`src/rtl/flash_spi_ctrl_if.sv`:
```
// Z80-side register port of the flash SPI controller: register select,
// read/write strobes, write data and the combinational read-back path.
interface flash_spi_ctrl_if;
    logic [7:0] zxuno_addr;
    logic       zxuno_regrd;
    logic       zxuno_regwr;
    logic [7:0] din;
    logic [7:0] dout;
    logic       oe_n;

    modport master (
        output zxuno_addr, zxuno_regrd, zxuno_regwr, din,
        input  dout, oe_n
    );

    modport slave (
        input  zxuno_addr, zxuno_regrd, zxuno_regwr, din,
        output dout, oe_n
    );
endinterface

```
`src/rtl/flash_spi_ctrl.sv`:
```
// Memory-mapped SPI mode-0 master for the boot/config flash.
// Register FLASHSPI_ADDR: each access runs one 8-bit MSB-first transfer
// (writes send din, reads send 8'hFF and return the previous result).
// Register FLASHCS_ADDR: bit 0 drives flash_cs_n, bit 7 reads back busy.
module flash_spi_ctrl #(
    parameter logic [7:0]  FLASHSPI_ADDR = 8'h02,
    parameter logic [7:0]  FLASHCS_ADDR  = 8'h03,
    parameter int unsigned CLKDIV        = 2
) (
    input  logic               clk,
    input  logic               rst_n,
    flash_spi_ctrl_if.slave    bus,
    output logic               flash_cs_n,
    output logic               flash_clk,
    output logic               flash_di,
    input  logic               flash_do,
    output logic               busy
);

    typedef enum logic {
        IDLE  = 1'b0,
        SHIFT = 1'b1
    } state_t;

    localparam logic [3:0] DIV_LAST = 4'(CLKDIV - 1);

    state_t     state, state_d;
    logic       regrd_q, regwr_q;
    logic       wr_trig, rd_trig, cs_wr;
    logic [7:0] tx_byte;
    logic [7:0] shreg, shreg_d;
    logic [7:0] rxsh, rxsh_d;
    logic [7:0] rx_data, rx_data_d;
    logic [3:0] divcnt, divcnt_d;
    logic [4:0] toggles, toggles_d;
    logic       busy_d, flash_clk_d, flash_di_d, flash_cs_n_d;

    // One trigger per I/O access: only the rising edge of each strobe counts.
    assign wr_trig = bus.zxuno_regwr & ~regwr_q & (bus.zxuno_addr == FLASHSPI_ADDR);
    assign rd_trig = bus.zxuno_regrd & ~regrd_q & (bus.zxuno_addr == FLASHSPI_ADDR);
    assign cs_wr   = bus.zxuno_regwr & ~regwr_q & (bus.zxuno_addr == FLASHCS_ADDR);

    // Registered copies of the strobes for edge detection.
    always_ff @(posedge clk or negedge rst_n) begin
        if (!rst_n) begin
            regrd_q <= 1'b0;
            regwr_q <= 1'b0;
        end else begin
            regrd_q <= bus.zxuno_regrd;
            regwr_q <= bus.zxuno_regwr;
        end
    end

    // FSM state register.
    always_ff @(posedge clk or negedge rst_n) begin
        if (!rst_n) begin
            state <= IDLE;
        end else begin
            state <= state_d;
        end
    end

    // Datapath and SPI pin registers.
    always_ff @(posedge clk or negedge rst_n) begin
        if (!rst_n) begin
            busy       <= 1'b0;
            shreg      <= '1;
            rxsh       <= '1;
            rx_data    <= '1;
            divcnt     <= '0;
            toggles    <= '0;
            flash_clk  <= 1'b0;
            flash_di   <= 1'b1;
            flash_cs_n <= 1'b1;
        end else begin
            busy       <= busy_d;
            shreg      <= shreg_d;
            rxsh       <= rxsh_d;
            rx_data    <= rx_data_d;
            divcnt     <= divcnt_d;
            toggles    <= toggles_d;
            flash_clk  <= flash_clk_d;
            flash_di   <= flash_di_d;
            flash_cs_n <= flash_cs_n_d;
        end
    end

    // Next-state logic: start on a trigger in IDLE, then 16 SCK half-periods.
    always_comb begin
        state_d      = state;
        busy_d       = busy;
        shreg_d      = shreg;
        rxsh_d       = rxsh;
        rx_data_d    = rx_data;
        divcnt_d     = divcnt;
        toggles_d    = toggles;
        flash_clk_d  = flash_clk;
        flash_di_d   = flash_di;
        flash_cs_n_d = cs_wr ? bus.din[0] : flash_cs_n;
        tx_byte      = wr_trig ? bus.din : 8'hFF;

        case (state)
            IDLE: begin
                if (wr_trig || rd_trig) begin
                    state_d     = SHIFT;
                    busy_d      = 1'b1;
                    shreg_d     = tx_byte;
                    flash_di_d  = tx_byte[7];
                    divcnt_d    = '0;
                    toggles_d   = '0;
                    flash_clk_d = 1'b0;
                end
            end
            SHIFT: begin
                if (divcnt == DIV_LAST) begin
                    divcnt_d    = '0;
                    flash_clk_d = ~flash_clk;
                    toggles_d   = toggles + 5'd1;
                    if (!flash_clk) begin
                        // Rising SCK: sample MISO.
                        rxsh_d = {rxsh[6:0], flash_do};
                    end else if (toggles == 5'd15) begin
                        // Final falling SCK: byte complete, MOSI back to idle high.
                        state_d    = IDLE;
                        busy_d     = 1'b0;
                        rx_data_d  = rxsh;
                        flash_di_d = 1'b1;
                    end else begin
                        // Falling SCK: present the next MOSI bit.
                        shreg_d    = {shreg[6:0], 1'b0};
                        flash_di_d = shreg[6];
                    end
                end else begin
                    divcnt_d = divcnt + 4'd1;
                end
            end
            default: state_d = IDLE;
        endcase
    end

    // Combinational read-back onto the CPU bus.
    always_comb begin
        bus.dout = 8'hFF;
        bus.oe_n = 1'b1;
        if (bus.zxuno_regrd && bus.zxuno_addr == FLASHSPI_ADDR) begin
            bus.dout = rx_data;
            bus.oe_n = 1'b0;
        end else if (bus.zxuno_regrd && bus.zxuno_addr == FLASHCS_ADDR) begin
            bus.dout = {busy, 6'b0, flash_cs_n};
            bus.oe_n = 1'b0;
        end
    end

endmodule
```
`src/flat_wrapper.sv`:
```
// flat-port wrapper written by rule: the top's interface ports become plain ports
module flash_spi_ctrl_flat 
#(
    parameter logic [7:0]  FLASHSPI_ADDR = 8'h02,
    parameter logic [7:0]  FLASHCS_ADDR  = 8'h03,
    parameter int unsigned CLKDIV        = 2
)
  (clk, rst_n, flash_cs_n, flash_clk, flash_di, flash_do, busy, bus_zxuno_addr, bus_zxuno_regrd, bus_zxuno_regwr, bus_din, bus_dout, bus_oe_n);
  flash_spi_ctrl_if bus_i ();
  input  logic clk;
  input  logic rst_n;
  output logic flash_cs_n;
  output logic flash_clk;
  output logic flash_di;
  input  logic flash_do;
  output logic busy;
  input wire logic [$bits(bus_i.zxuno_addr)-1:0] bus_zxuno_addr;
  input wire logic [$bits(bus_i.zxuno_regrd)-1:0] bus_zxuno_regrd;
  input wire logic [$bits(bus_i.zxuno_regwr)-1:0] bus_zxuno_regwr;
  input wire logic [$bits(bus_i.din)-1:0] bus_din;
  output wire logic [$bits(bus_i.dout)-1:0] bus_dout;
  output wire logic [$bits(bus_i.oe_n)-1:0] bus_oe_n;
  assign bus_i.zxuno_addr = bus_zxuno_addr;
  assign bus_i.zxuno_regrd = bus_zxuno_regrd;
  assign bus_i.zxuno_regwr = bus_zxuno_regwr;
  assign bus_i.din = bus_din;
  assign bus_dout = bus_i.dout;
  assign bus_oe_n = bus_i.oe_n;
  flash_spi_ctrl #(.FLASHSPI_ADDR(FLASHSPI_ADDR), .FLASHCS_ADDR(FLASHCS_ADDR), .CLKDIV(CLKDIV)) u_core (.clk(clk), .rst_n(rst_n), .bus(bus_i), .flash_cs_n(flash_cs_n), .flash_clk(flash_clk), .flash_di(flash_di), .flash_do(flash_do), .busy(busy));
endmodule
```
`config.mk`:
```
export PLATFORM = sky130hd
export DESIGN_NAME = flash_spi_ctrl_flat
export DESIGN_NICKNAME = d
export VERILOG_FILES = /design/src/rtl/flash_spi_ctrl_if.sv /design/src/rtl/flash_spi_ctrl.sv /design/src/flat_wrapper.sv
export SDC_FILE = /design/constraint.sdc
export NUM_CORES = 1
export LEC_CHECK = 0
export CAP_MARGIN = 20
export CORE_UTILIZATION = 40
export DETAILED_ROUTE_END_ITERATION = 6
export PLACE_DENSITY_LB_ADDON = 0.2
export SKIP_CTS_REPAIR_TIMING = 1
export SLEW_MARGIN = 20
export SYNTH_ARGS = -nofsm -noshare
export SYNTH_HDL_FRONTEND = slang
export SYNTH_SLANG_ARGS = --single-unit
```
`constraint.sdc`:
```
create_clock -name clk -period 2.74 [get_ports clk]
set_input_delay 0.274 -clock clk [delete_from_list [all_inputs] [get_ports clk]]
set_output_delay 0.274 -clock clk [all_outputs]
set_load 0.05 [all_outputs]
```
* Word-level counts from Yosys, hierarchy flattened *
Index checks and enable logic that the tools add are counted.

word-level totals
  bits in writable memories = 0
  latch bits = 0
  logic and storage cells = 75
  memories = 0
  bits in registers = 39
  input bits = 21
  output and inout bits = 13
  ROM bits = 0

operators by class
  bitwise logic cells = 9
  shifts and indexed selects = 0
  $lt $le $gt $ge = 0
  $add $sub $neg = 2
  eq/ne operators = 9
  multiply operators = 0
  reduce and logical (&&, ||, !) cells = 9
  muxes and demuxes = 34
  div/mod/pow operators = 0

operator list
  operator                                              number
  2-to-1 mux 7 bit                                      4
  2-to-1 mux 8 bit                                      3
  equality test 8 x 2 -> 1 bit (second input constant)  2
  2-to-1 mux 1 bit                                      16
  one-hot mux 7 bit (2 select lines)                    1
  AND reduction 4 bit                                   3
  2-to-1 mux 5 bit                                      2
  one-hot mux 5 bit (2 select lines)                    1
  2-to-1 mux 4 bit                                      2
  one-hot mux 1 bit (2 select lines)                    4
  one-hot mux 4 bit (2 select lines)                    1
  != test 2 bit (second input constant)                 3
  AND reduction 3 bit                                   2
  adder 5 x 1 -> 5 bit (second input constant)          1
  bitwise AND 1 bit                                     5
  equality test 5 x 4 -> 1 bit (second input constant)  1
  adder 4 x 1 -> 4 bit (second input constant)          1
  equality test 4 x 1 -> 1 bit (second input constant)  1
  != test 2 x 1 -> 1 bit (second input constant)        2
  NOT 1 bit                                             4
  logical AND 1 bit                                     2
  AND reduction 2 bit                                   1
  logical OR 1 bit                                      1

* Longest topological paths before layout *
Gate-level depths: netlist of the first run.

  word-level depth = 6
  mapped depth = 8
  mapped depth without buffers = 6

* Worst setup path after synthesis of the first run *
OpenSTA, ideal clock, no wires.

  path kind = input to output
  from = in bus_zxuno_addr[6]
  to = out bus_dout[1]
  stages on the path = 5
  path slack = 611 ps
  arrival = 1855 ps
  required time = 2466 ps
  path through = or4b_4 > nor2_1 > and2_1 > clkbuf_1 > o21ai_0

on the way
  cells in the longest elaborated chain, start to end = 4
  elaborated cells between the ends (all ways) = 6

RTL lines
  what                          line                   source
  from (decl)                   flat_wrapper.sv:17     input wire logic [$bits(bus_i.zxuno_addr)-1:0] bus_zxuno_addr;
  equality test 8 x 2 -> 1 bit  flash_spi_ctrl.sv:148  end else if (bus.zxuno_regrd && bus.zxuno_addr == FLASHCS_ADDR) begin
  logical AND 1 bit             flash_spi_ctrl.sv:148
  2-to-1 mux 8 bit              flash_spi_ctrl.sv:148
  2-to-1 mux 8 bit *            flash_spi_ctrl.sv:145  if (bus.zxuno_regrd && bus.zxuno_addr == FLASHSPI_ADDR) begin
  to (decl)                     flat_wrapper.sv:21     output wire logic [$bits(bus_i.dout)-1:0] bus_dout;

Every way passes the cells marked *; elsewhere a longest branch is shown, timed or not.

* Worst setup path after layout of the first run *
  from = in bus_zxuno_addr[6]
  to = out bus_dout[6]

The elaborated chain is that of the path after synthesis.

==> results of run 1 <==
-- worst max-delay path, delay by kind of cell --
kind | cells | cell delay [ns]
AND/OR/NAND/NOR | 3 | 1.07
buffers and inverters | 2 | 0.62
AO/OA/AOI/OAI | 1 | 0.17
-- per-stage QoR --
step / std cells / worst slack, ns
finish: 277 / 0.3372
detailed placement: 269 / 0.3014
global route: 277 / 0.2162
global placement: 269 / 0.3691
floorplan: 170 / 0.6107
CTS: 277 / 0.2968
-- final timing paths --
check | to | slack (ns) | depth (start not counted)
setup reg to reg | u_core.rx_data[3] | 0.54 | 4
hold reg to reg | u_core.shreg[0] | 0.53 | 2
setup / recovery | bus_dout[6] | 0.34 | 6
hold / removal | u_core.regwr_q | 0.41 | 2
max in group asynchronous | u_core.rx_data[3] | 1.96 | 2
min in group clk | u_core.regwr_q | 0.50 | 1
-- kinds of logic (layout without fill, tap and decap cells) --
group | after synthesis | in the layout | share of synthesized area, %
xor gates and xnor gates | 2 | 2 | 0.8840
and+or+nand+nor | 45 | 45 | 14.08
muxes | 27 | 27 | 16.35
adders and majority gates | 5 | 5 | 3.157
buffers and inverters | 24 | 64 | 4.987
AOI/OAI and AO/OA | 28 | 28 | 9.723
DFF | 39 | 39 | 50.82
-- where the power goes --
group	internal, W	total (W)	switching (W)
sequential	0.000659	0.000737	0.0000783
clock	0.000179	0.000365	0.000187
combinational	0.000154	0.000301	0.000147
total	0.000991	0.00140	0.000412
-- sequential cells by signal, summed over array words and instances (netlist names) --
signal,count
u_core.regwr_q,1
u_core.regrd_q,1
u_core.busy,1
u_core.shreg,7
u_core.flash_clk,1
u_core.divcnt,4
u_core.state,1
u_core.toggles,5
u_core.rxsh,8
u_core.flash_di,1
u_core.flash_cs_n,1
u_core.rx_data,8
-- synth_stat cells, types with 2 or more instances --
library cell | number | area (um^2)
dfstp_2 | 25 | 656.9
clkbuf_1 | 5 | 18.77
inv_1 | 17 | 63.81
ha_1 | 5 | 62.56
nor2b_1 | 7 | 43.79
a21o_1 | 2 | 15.01
mux2i_1 | 2 | 20.02
nor2_1 | 8 | 30.03
dfrtp_1 | 14 | 350.3
mux2_4 | 6 | 90.09
or3b_2 | 2 | 17.52
nand3b_1 | 2 | 15.01
mux2_2 | 19 | 214.0
o21ai_0 | 8 | 40.04
nand3_1 | 3 | 15.01
and3_1 | 2 | 12.51
a21oi_1 | 9 | 45.04
nand2_1 | 8 | 30.03
-- cell type report --
cell class	count	area, um^2	area share [%]
clock inverters	1	5.005	0.2030
multi-input cells	107	875.8	35.53
inverters	17	63.81	2.589
flip-flops and latches	39	1007	40.86
repair buffers	39	352.8	14.31
clock buffers	7	76.32	3.096
well taps	67	83.83	3.401
-- routing by layer --
layer | GRT usage, % | up-vias
li1 | - | 664
met1 | 19.96 | 680
met2 | 28.14 | 33
met3 | 4.167 | 2
met4 | 6.318 | 0
met5 | 0 | -
-- placed cells by master (no fill, tap or decap), drive strengths merged, types with 2 or more instances in the layout --
master	netlist	routed
inv	17	17
nor4	2	2
a21o	3	3
dfstp	25	25
mux2i	2	2
ha	5	5
clkdlybuf4s50	0	24
nand3b	2	2
nand3	3	3
o21ai	8	8
nand2	8	8
dfrtp	14	14
buf	2	15
nor2b	8	8
clkbuf	5	7
or3b	2	2
and3	2	2
nor2	8	8
a21oi	9	9
mux2	25	25
==> results.json, run 1 <==
{
  "status": "completed",
  "cpMaxStageDelayCell": "or4b_4",
  "slew_headroom_pct": 61.11,
  "n_antenna_cell": 0,
  "p_per_area_nw_per_um2": 569.5,
  "crit_fanout": 9,
  "r2r_start": "u_core.state",
  "io_buffers": 33,
  "worstPathArrival_ns": 2.13,
  "clock_latency_ns": 0.28,
  "cap_violations": 0,
  "route.met3.wl_um": 189,
  "synth_edf_count": 0,
  "synth-seq-cells": 39,
  "post-route-period-util_pct": 87.69,
  "rsz0062_at_grt": "false",
  "drc": 0,
  "met2WireLength_um": 1985,
  "vias": 1379,
  "nFillCells": 431,
  "maxUsedRoutingLayer": "met4",
  "grt_use_total_pct": 16.47,
  "finish.utilization_pct": 51.84,
  "drt-wirelength-per-cell_um": 14.45,
  "start_kind": "input port",
  "hold_slack_ns": 0.4134,
  "worst_pin_slew_ns": 0.5834,
  "drt-total-wl_um": 4004,
  "crit_path_end_kind": "output port",
  "ys_seq_area_share_pct": 50.82,
  "synthCells": 170,
  "critPathKind": "in -> out",
  "grt_overflow": 0,
  "dpl_cell_area_um2": 2384,
  "syn_to_final_growth_pct": 24.37,
  "design.core.area_um2": 4755,
  "worstHoldPathType": "in -> async",
  "critical_path.startpoint": "bus_zxuno_addr[6]",
  "hpwl_um": 2979,
  "clockRootBuffer": "clkbuf_8",
  "cts_tree": "yes",
  "avgSynthCellArea_um2": 11.66,
  "die_w_um": 72.39,
  "post-route-min-period_ns": 2.403,
  "timing.final.hold_violations": 0,
  "cts_made_buffers": 5,
  "drt_iter0_markers": 56,
  "rows": 25,
  "routabilityCongestion": 0.7245,
  "path_clk_slew_ns": 0.07,
  "drtPass1Iterations": 4,
  "start_util_pct": 41.68,
  "netlist_area_um2": 1982,
  "slew_viol_final": 0,
  "h-tree-depth": 2,
  "final_area_um2": 2465,
  "cellLeakagePower_nw": 1.058,
  "cts_buffer_depth": 2,
  "grt_max_degree": 40,
  "vdd_ir_drop_max_mv": 0.3808,
  "ant_nets": 0,
  "ys_warn_count": 0,
  "fin_skew_ns": 0.007593,
  "boundaryPins": 34,
  "die_h_um": 72.39,
  "grt_pass1_wl_um": 6610,
  "grt_pass1_vias": 1455,
  "antenna_found_initial": 0,
  "finalNetCount": 235,
  "finalPower_w": 0.001404,
  "slowest_delay_ns": 0.58,
  "synthFlopType": "dfstp_2",
  "path_cells": "clkdlybuf4s50_1 -> or4b_4 -> nor2_1 -> and2_1 -> o21ai_0 -> buf_4",
  "cts_num_sinks": 39,
  "synthesis.nets": 196,
  "die_area_um2": 5240,
  "drive_above_1_share_pct": 38.57,
  "via_per_inst": 4.978,
  "timing.fmax_ghz": 0.4162,
  "finalSetupViolCount": 0,
  "synthArstFlopShare_pct": 100.0,
  "wl_met1_um": 1805,
  "ys_types": 44,
  "final.setup.tns_ns": 0,
  "cp.required_ns": 2.47
}
No activity file was read; power rests on OpenSTA's default activity.
==> inputs of run 2 (changes only) <==
--- a/config.mk
+++ b/config.mk
@@ -6,7 +6,7 @@
 export NUM_CORES = 1
 export LEC_CHECK = 0
 export CAP_MARGIN = 20
-export CORE_UTILIZATION = 40
+export CORE_UTILIZATION = 24
 export DETAILED_ROUTE_END_ITERATION = 6
 export PLACE_DENSITY_LB_ADDON = 0.2
 export SKIP_CTS_REPAIR_TIMING = 1
==> results.json, run 2 (synthesized netlist as in run 1, its figures left out) <==
{
  "grt_overflow": 0,
  "ant_nets": 0,
  "post-route-min-period_ns": 2.415,
  "critical_path.startpoint": "bus_zxuno_addr[6]",
  "timing.fmax_ghz": 0.4141,
  "grt_max_degree": 40,
  "cts_tree": "yes",
  "grt_pass1_vias": 1354,
  "via_per_inst": 4.254,
  "rsz0062_at_grt": "false",
  "path_delay_family": "simple AND/OR/NAND/NOR gates",
  "drc": 0,
  "grt_pass1_wl_um": 6782,
  "seq_power_share_pct": 51.5,
  "r2r_start": "u_core.state",
  "finalWorstSetupSlack_ns": 0.3249,
  "start_kind": "input port",
  "die_w_um": 92.88,
  "slew_headroom_pct": 41.84,
  "vdd_ir_drop_max_mv": 0.1914,
  "timing.final.hold_violations": 0,
  "final.setup.tns_ns": 0,
  "p_comb_share_pct": 20.4,
  "fin_skew_ns": 0.007230,
  "start_util_pct": 25.26,
  "syn_to_final_growth_pct": 26.45,
  "hpwl_um": 2844,
  "clock_latency_ns": 0.29,
  "cts_buffer_depth": 2,
  "n_antenna_cell": 0,
  "h-tree-depth": 2,
  "grt_use_total_pct": 10.14,
  "power_switching_share_pct": 29.34,
  "p_int_w": 0.001011,
  "finalNetCount": 234,
  "cp.required_ns": 2.47,
  "clockRootBuffer": "clkbuf_8",
  "design.core.area_um2": 7848,
  "worst_pin_slew_ns": 0.8725,
  "critPathKind": "in -> out",
  "cts_num_sinks": 39,
  "drive_above_1_share_pct": 39.23,
  "io_buffers": 33,
  "status": "completed",
  "layout_common_cells": "dfstp_2 (25), clkdlybuf4s50_1 (23), mux2_2 (19), inv_1 (17)",
  "drtPass1Iterations": 4,
  "path_clk_slew_ns": 0.07,
  "cts_made_buffers": 5,
  "vias": 1323,
  "post-route-period-util_pct": 88.14,
  "clock_power_share_pct": 28.1,
  "crit_path_end_kind": "output port",
  "critPathBufInv": 2,
  "cellLeakagePower_nw": 1.059,
  "drt_iter0_markers": 56,
  "boundaryPins": 34,
  "p_per_area_nw_per_um2": 571.0,
  "finalSetupViolCount": 0,
  "worstHoldPathType": "in -> async",
  "rows": 32,
  "slowest_delay_ns": 0.58,
  "pre_cts_ws_ns": 0.2976,
  "hold_slack_ns": 0.09629,
  "cpMaxStageDelayCell": "or4b_4",
  "dp.cells": 303,
  "reg.largest.list": "u_core.rx_data: 8 flops, u_core.rxsh: 8 flops, u_core.shreg: 7 flops",
  "crit_fanout": 9,
  "die_area_um2": 8626,
  "instances_no_fill": 311,
  "routabilityCongestion": 0.7162,
  "cap_violations": 0,
  "drt-total-wl_um": 4062,
  "die_h_um": 92.88,
  "mostFrequentLayoutCell": "dfstp_2",
  "path_cells": "clkdlybuf4s50_1 -> or4b_4 -> nor2_1 -> and2_1 -> o21ai_0 -> buf_4",
  "finalPower_w": 0.001431,
  "worstPathArrival_ns": 2.14,
  "p_switching_w": 0.0004199,
  "antenna_found_initial": 0,
  "drt-wirelength-per-cell_um": 13.06,
  "slew_viol_final": 0
}
## run 2: cell types whose count changed in the layout (fill, tap and decap cells not counted)
cell	before	now
clkbuf_8	5	6
clkbuf_1	2	1
buf_2	0	1
clkdlybuf4s50_1	24	23
buf_4	15	14
## run 2: final timing paths
| path | end | slack (ns) | depth (start not counted) |
|---|---|---|---|
| worst max-delay path | bus_dout[3] | 0.32 | 6 |
| worst min-delay path | u_core.divcnt[0] | 0.1 | 1 |
| worst max register to register | u_core.rx_data[2] | 0.51 | 3 |
| worst min register to register | u_core.shreg[0] | 0.54 | 2 |
| max in group asynchronous | u_core.state | 2.09 | 1 |
| min in group clk | u_core.regrd_q | 0.49 | 1 |
## run 2: power groups by stage
stage / Combinational, W / Clock [W] / Sequential (W)
global placement: 0.000297 / 0 / 0.000747
floorplan: 0.000174 / 0 / 0.000758
global route: 0.000327 / 0.000445 / 0.000749
finish: 0.000292 / 0.000401 / 0.000737
detailed placement: 0.000299 / 0 / 0.000749
CTS: 0.000300 / 0.000420 / 0.000739
## run 2: stage by stage
step | util [%] | cell area (um^2)
4_1_cts | 31.94 | 2506
2_1_floorplan | - | 1982
3_5_place_dp | 30.77 | 2415
5_1_grt | 31.94 | 2506
6_report | 31.94 | 2506
3_3_place_gp | 30.77 | 2415
## run 2: layout make-up
type / count / area [um^2]
clock buffers: 7 / 86.33
multi-input cells: 107 / 875.8
well taps: 102 / 127.6
repair buffers: 38 / 340.3
flip-flops and latches: 39 / 1007
clock inverters: 1 / 5.005
inverters: 17 / 63.81
fillers: 833 / 5341
## run 2: worst register-to-register path, delay by kind of cell (launching register included)
| family | cells | cell delay (ns) |
|---|---|---|
| flip-flops | 1 | 0.72 |
| multiplexers | 1 | 0.43 |
| AND/OR/NAND/NOR | 2 | 1.02 |
## run 2: per-layer routing
layer  routed length, um  GRT usage, %  share of wire (%)
met5                   0             0                  0
met2                1868         16.05                 46
met3                 181         2.874                4.5
met1                1976         13.34                 49
met4                  35         3.077               0.86
==> inputs of run 3 (changes only) <==
--- a/config.mk
+++ b/config.mk
@@ -9,6 +9,7 @@
 export CORE_UTILIZATION = 24
 export DETAILED_ROUTE_END_ITERATION = 6
 export PLACE_DENSITY_LB_ADDON = 0.2
+export RECOVER_POWER = 50
 export SKIP_CTS_REPAIR_TIMING = 1
 export SLEW_MARGIN = 20
 export SYNTH_ARGS = -nofsm -noshare
==> results.json, run 3 (synthesized netlist as in run 1, its figures left out) <==
{
  "layout_common_cells": "dfstp_2 (25), clkdlybuf4s50_1 (21), mux2_2 (19), inv_1 (17)",
  "cellLeakagePower_nw": 1.057,
  "cts_made_buffers": 5,
  "finalWorstSetupSlack_ns": 0.3249,
  "syn_to_final_growth_pct": 26.39,
  "grt_overflow": 0,
  "clock_power_share_pct": 28.1,
  "mostFrequentLayoutCell": "dfstp_2",
  "rsz0062_at_grt": "false",
  "post-route-min-period_ns": 2.415,
  "drt_iter0_markers": 56,
  "h-tree-depth": 2,
  "die_area_um2": 8626,
  "worst_pin_slew_ns": 2.094,
  "via_per_inst": 4.254,
  "path_clk_slew_ns": 0.07,
  "fin_skew_ns": 0.007230,
  "nFillCells": 832,
  "timing.final.hold_violations": 0,
  "violations": "capacitance limit, slew limit",
  "start_util_pct": 25.26,
  "routabilityCongestion": 0.7162,
  "boundaryPins": 34,
  "post-route-period-util_pct": 88.14,
  "hold_slack_ns": 0.5397,
  "cts_num_sinks": 39,
  "grt_use_total_pct": 10.14,
  "instances_no_fill": 311,
  "drive_above_1_share_pct": 38.76,
  "critPathKind": "in -> out",
  "power_switching_share_pct": 29.36,
  "antenna_found_initial": 0,
  "drt-total-wl_um": 4059,
  "drtPass1Iterations": 4,
  "final.setup.tns_ns": 0,
  "seq_power_share_pct": 51.6,
  "vdd_ir_drop_max_mv": 0.1914,
  "cts_tree": "yes",
  "clock_latency_ns": 0.29,
  "p_comb_share_pct": 20.4,
  "cts_buffer_depth": 2,
  "rows": 32,
  "p_int_w": 0.001010,
  "crit_path_end_kind": "output port",
  "finalNetCount": 234,
  "io_buffers": 33,
  "hpwl_um": 2844,
  "cp.required_ns": 2.47,
  "grt_max_degree": 40,
  "clockRootBuffer": "clkbuf_8",
  "worstHoldPathType": "reg -> reg",
  "drt-wirelength-per-cell_um": 13.05,
  "finalSetupViolCount": 0,
  "die_h_um": 92.88,
  "dp.cells": 303,
  "crit_fanout": 9,
  "die_w_um": 92.88,
  "grt_pass1_vias": 1354,
  "p_switching_w": 0.0004199,
  "vias": 1323,
  "slew_headroom_pct": -39.57,
  "n_antenna_cell": 0,
  "grt_pass1_wl_um": 6782,
  "finalPower_w": 0.001430,
  "timing.fmax_ghz": 0.4141,
  "start_kind": "input port",
  "reg.largest.list": "u_core.rx_data: 8 flops, u_core.rxsh: 8 flops, u_core.shreg: 7 flops",
  "p_per_area_nw_per_um2": 570.9,
  "slew_viol_final": 40,
  "pre_cts_ws_ns": 0.2976,
  "status": "complete, but fails checks",
  "ant_nets": 0,
  "worstPathArrival_ns": 2.14,
  "drc": 0,
  "cap_violations": 1,
  "design.core.area_um2": 7848
}
## run 3: cell count changes in the layout (fill, tap and decap cells not counted)
| cell | before | now |
|---|---|---|
| clkbuf_1 | 1 | 2 |
| dlygate4sd3_1 | 0 | 2 |
| buf_2 | 1 | 0 |
| clkdlybuf4s50_1 | 23 | 21 |
## run 3: layout make-up
class                   count  area (um^2)  share of cell area (%)
clock inverters             1        5.005                  0.1998
well taps                 102        127.6                   5.095
inverters                  17        63.81                   2.547
repair buffers             38        339.1                   13.54
flip-flops and latches     39         1007                   40.21
clock buffers               7        86.33                   3.447
multi-input cells         107        875.8                   34.97
## run 3: power groups by stage
stage          Sequential, W  Combinational (W)  Clock [W]
2_1_floorplan       0.000758           0.000174          0
3_3_place_gp        0.000747           0.000297          0
3_5_place_dp        0.000749           0.000299          0
4_1_cts             0.000739           0.000300   0.000420
5_1_grt             0.000749           0.000326   0.000445
6_report            0.000737           0.000291   0.000401
## run 3: worst paths after layout
check | start | end | slack [ns] | cells past startpoint
setup / recovery | bus_zxuno_addr[6] | bus_dout[3] | 0.32 | 6
hold / removal | u_core.shreg[0] | u_core.shreg[0] | 0.54 | 2
setup reg to reg | u_core.state | u_core.rx_data[2] | 0.51 | 3
hold reg to reg | u_core.shreg[0] | u_core.shreg[0] | 0.54 | 2
max in group asynchronous | rst_n | u_core.state | 0.95 | 1
min in group asynchronous | rst_n | u_core.divcnt[0] | 0.58 | 1
## run 3: through the flow
step	cell area, um^2	util (%)
after floorplan	1982	-
after global placement	2415	30.77
after detailed placement	2415	30.77
after CTS	2506	31.94
after global routing	2505	31.92
final	2505	31.92
## run 3: worst max-delay path, stage by stage
cell             delay, ns
clkdlybuf4s50_1       0.40
or4b_4                0.58
nor2_1                0.17
and2_1                0.34
o21ai_0               0.15
buf_4                 0.21
## run 3: routing by layer
layer / routed length (um) / global-route usage (%)
met1: 1974 / 13.34
met2: 1868 / 16.05
met3: 180 / 2.874
met4: 35 / 3.077
met5: 0 / 0
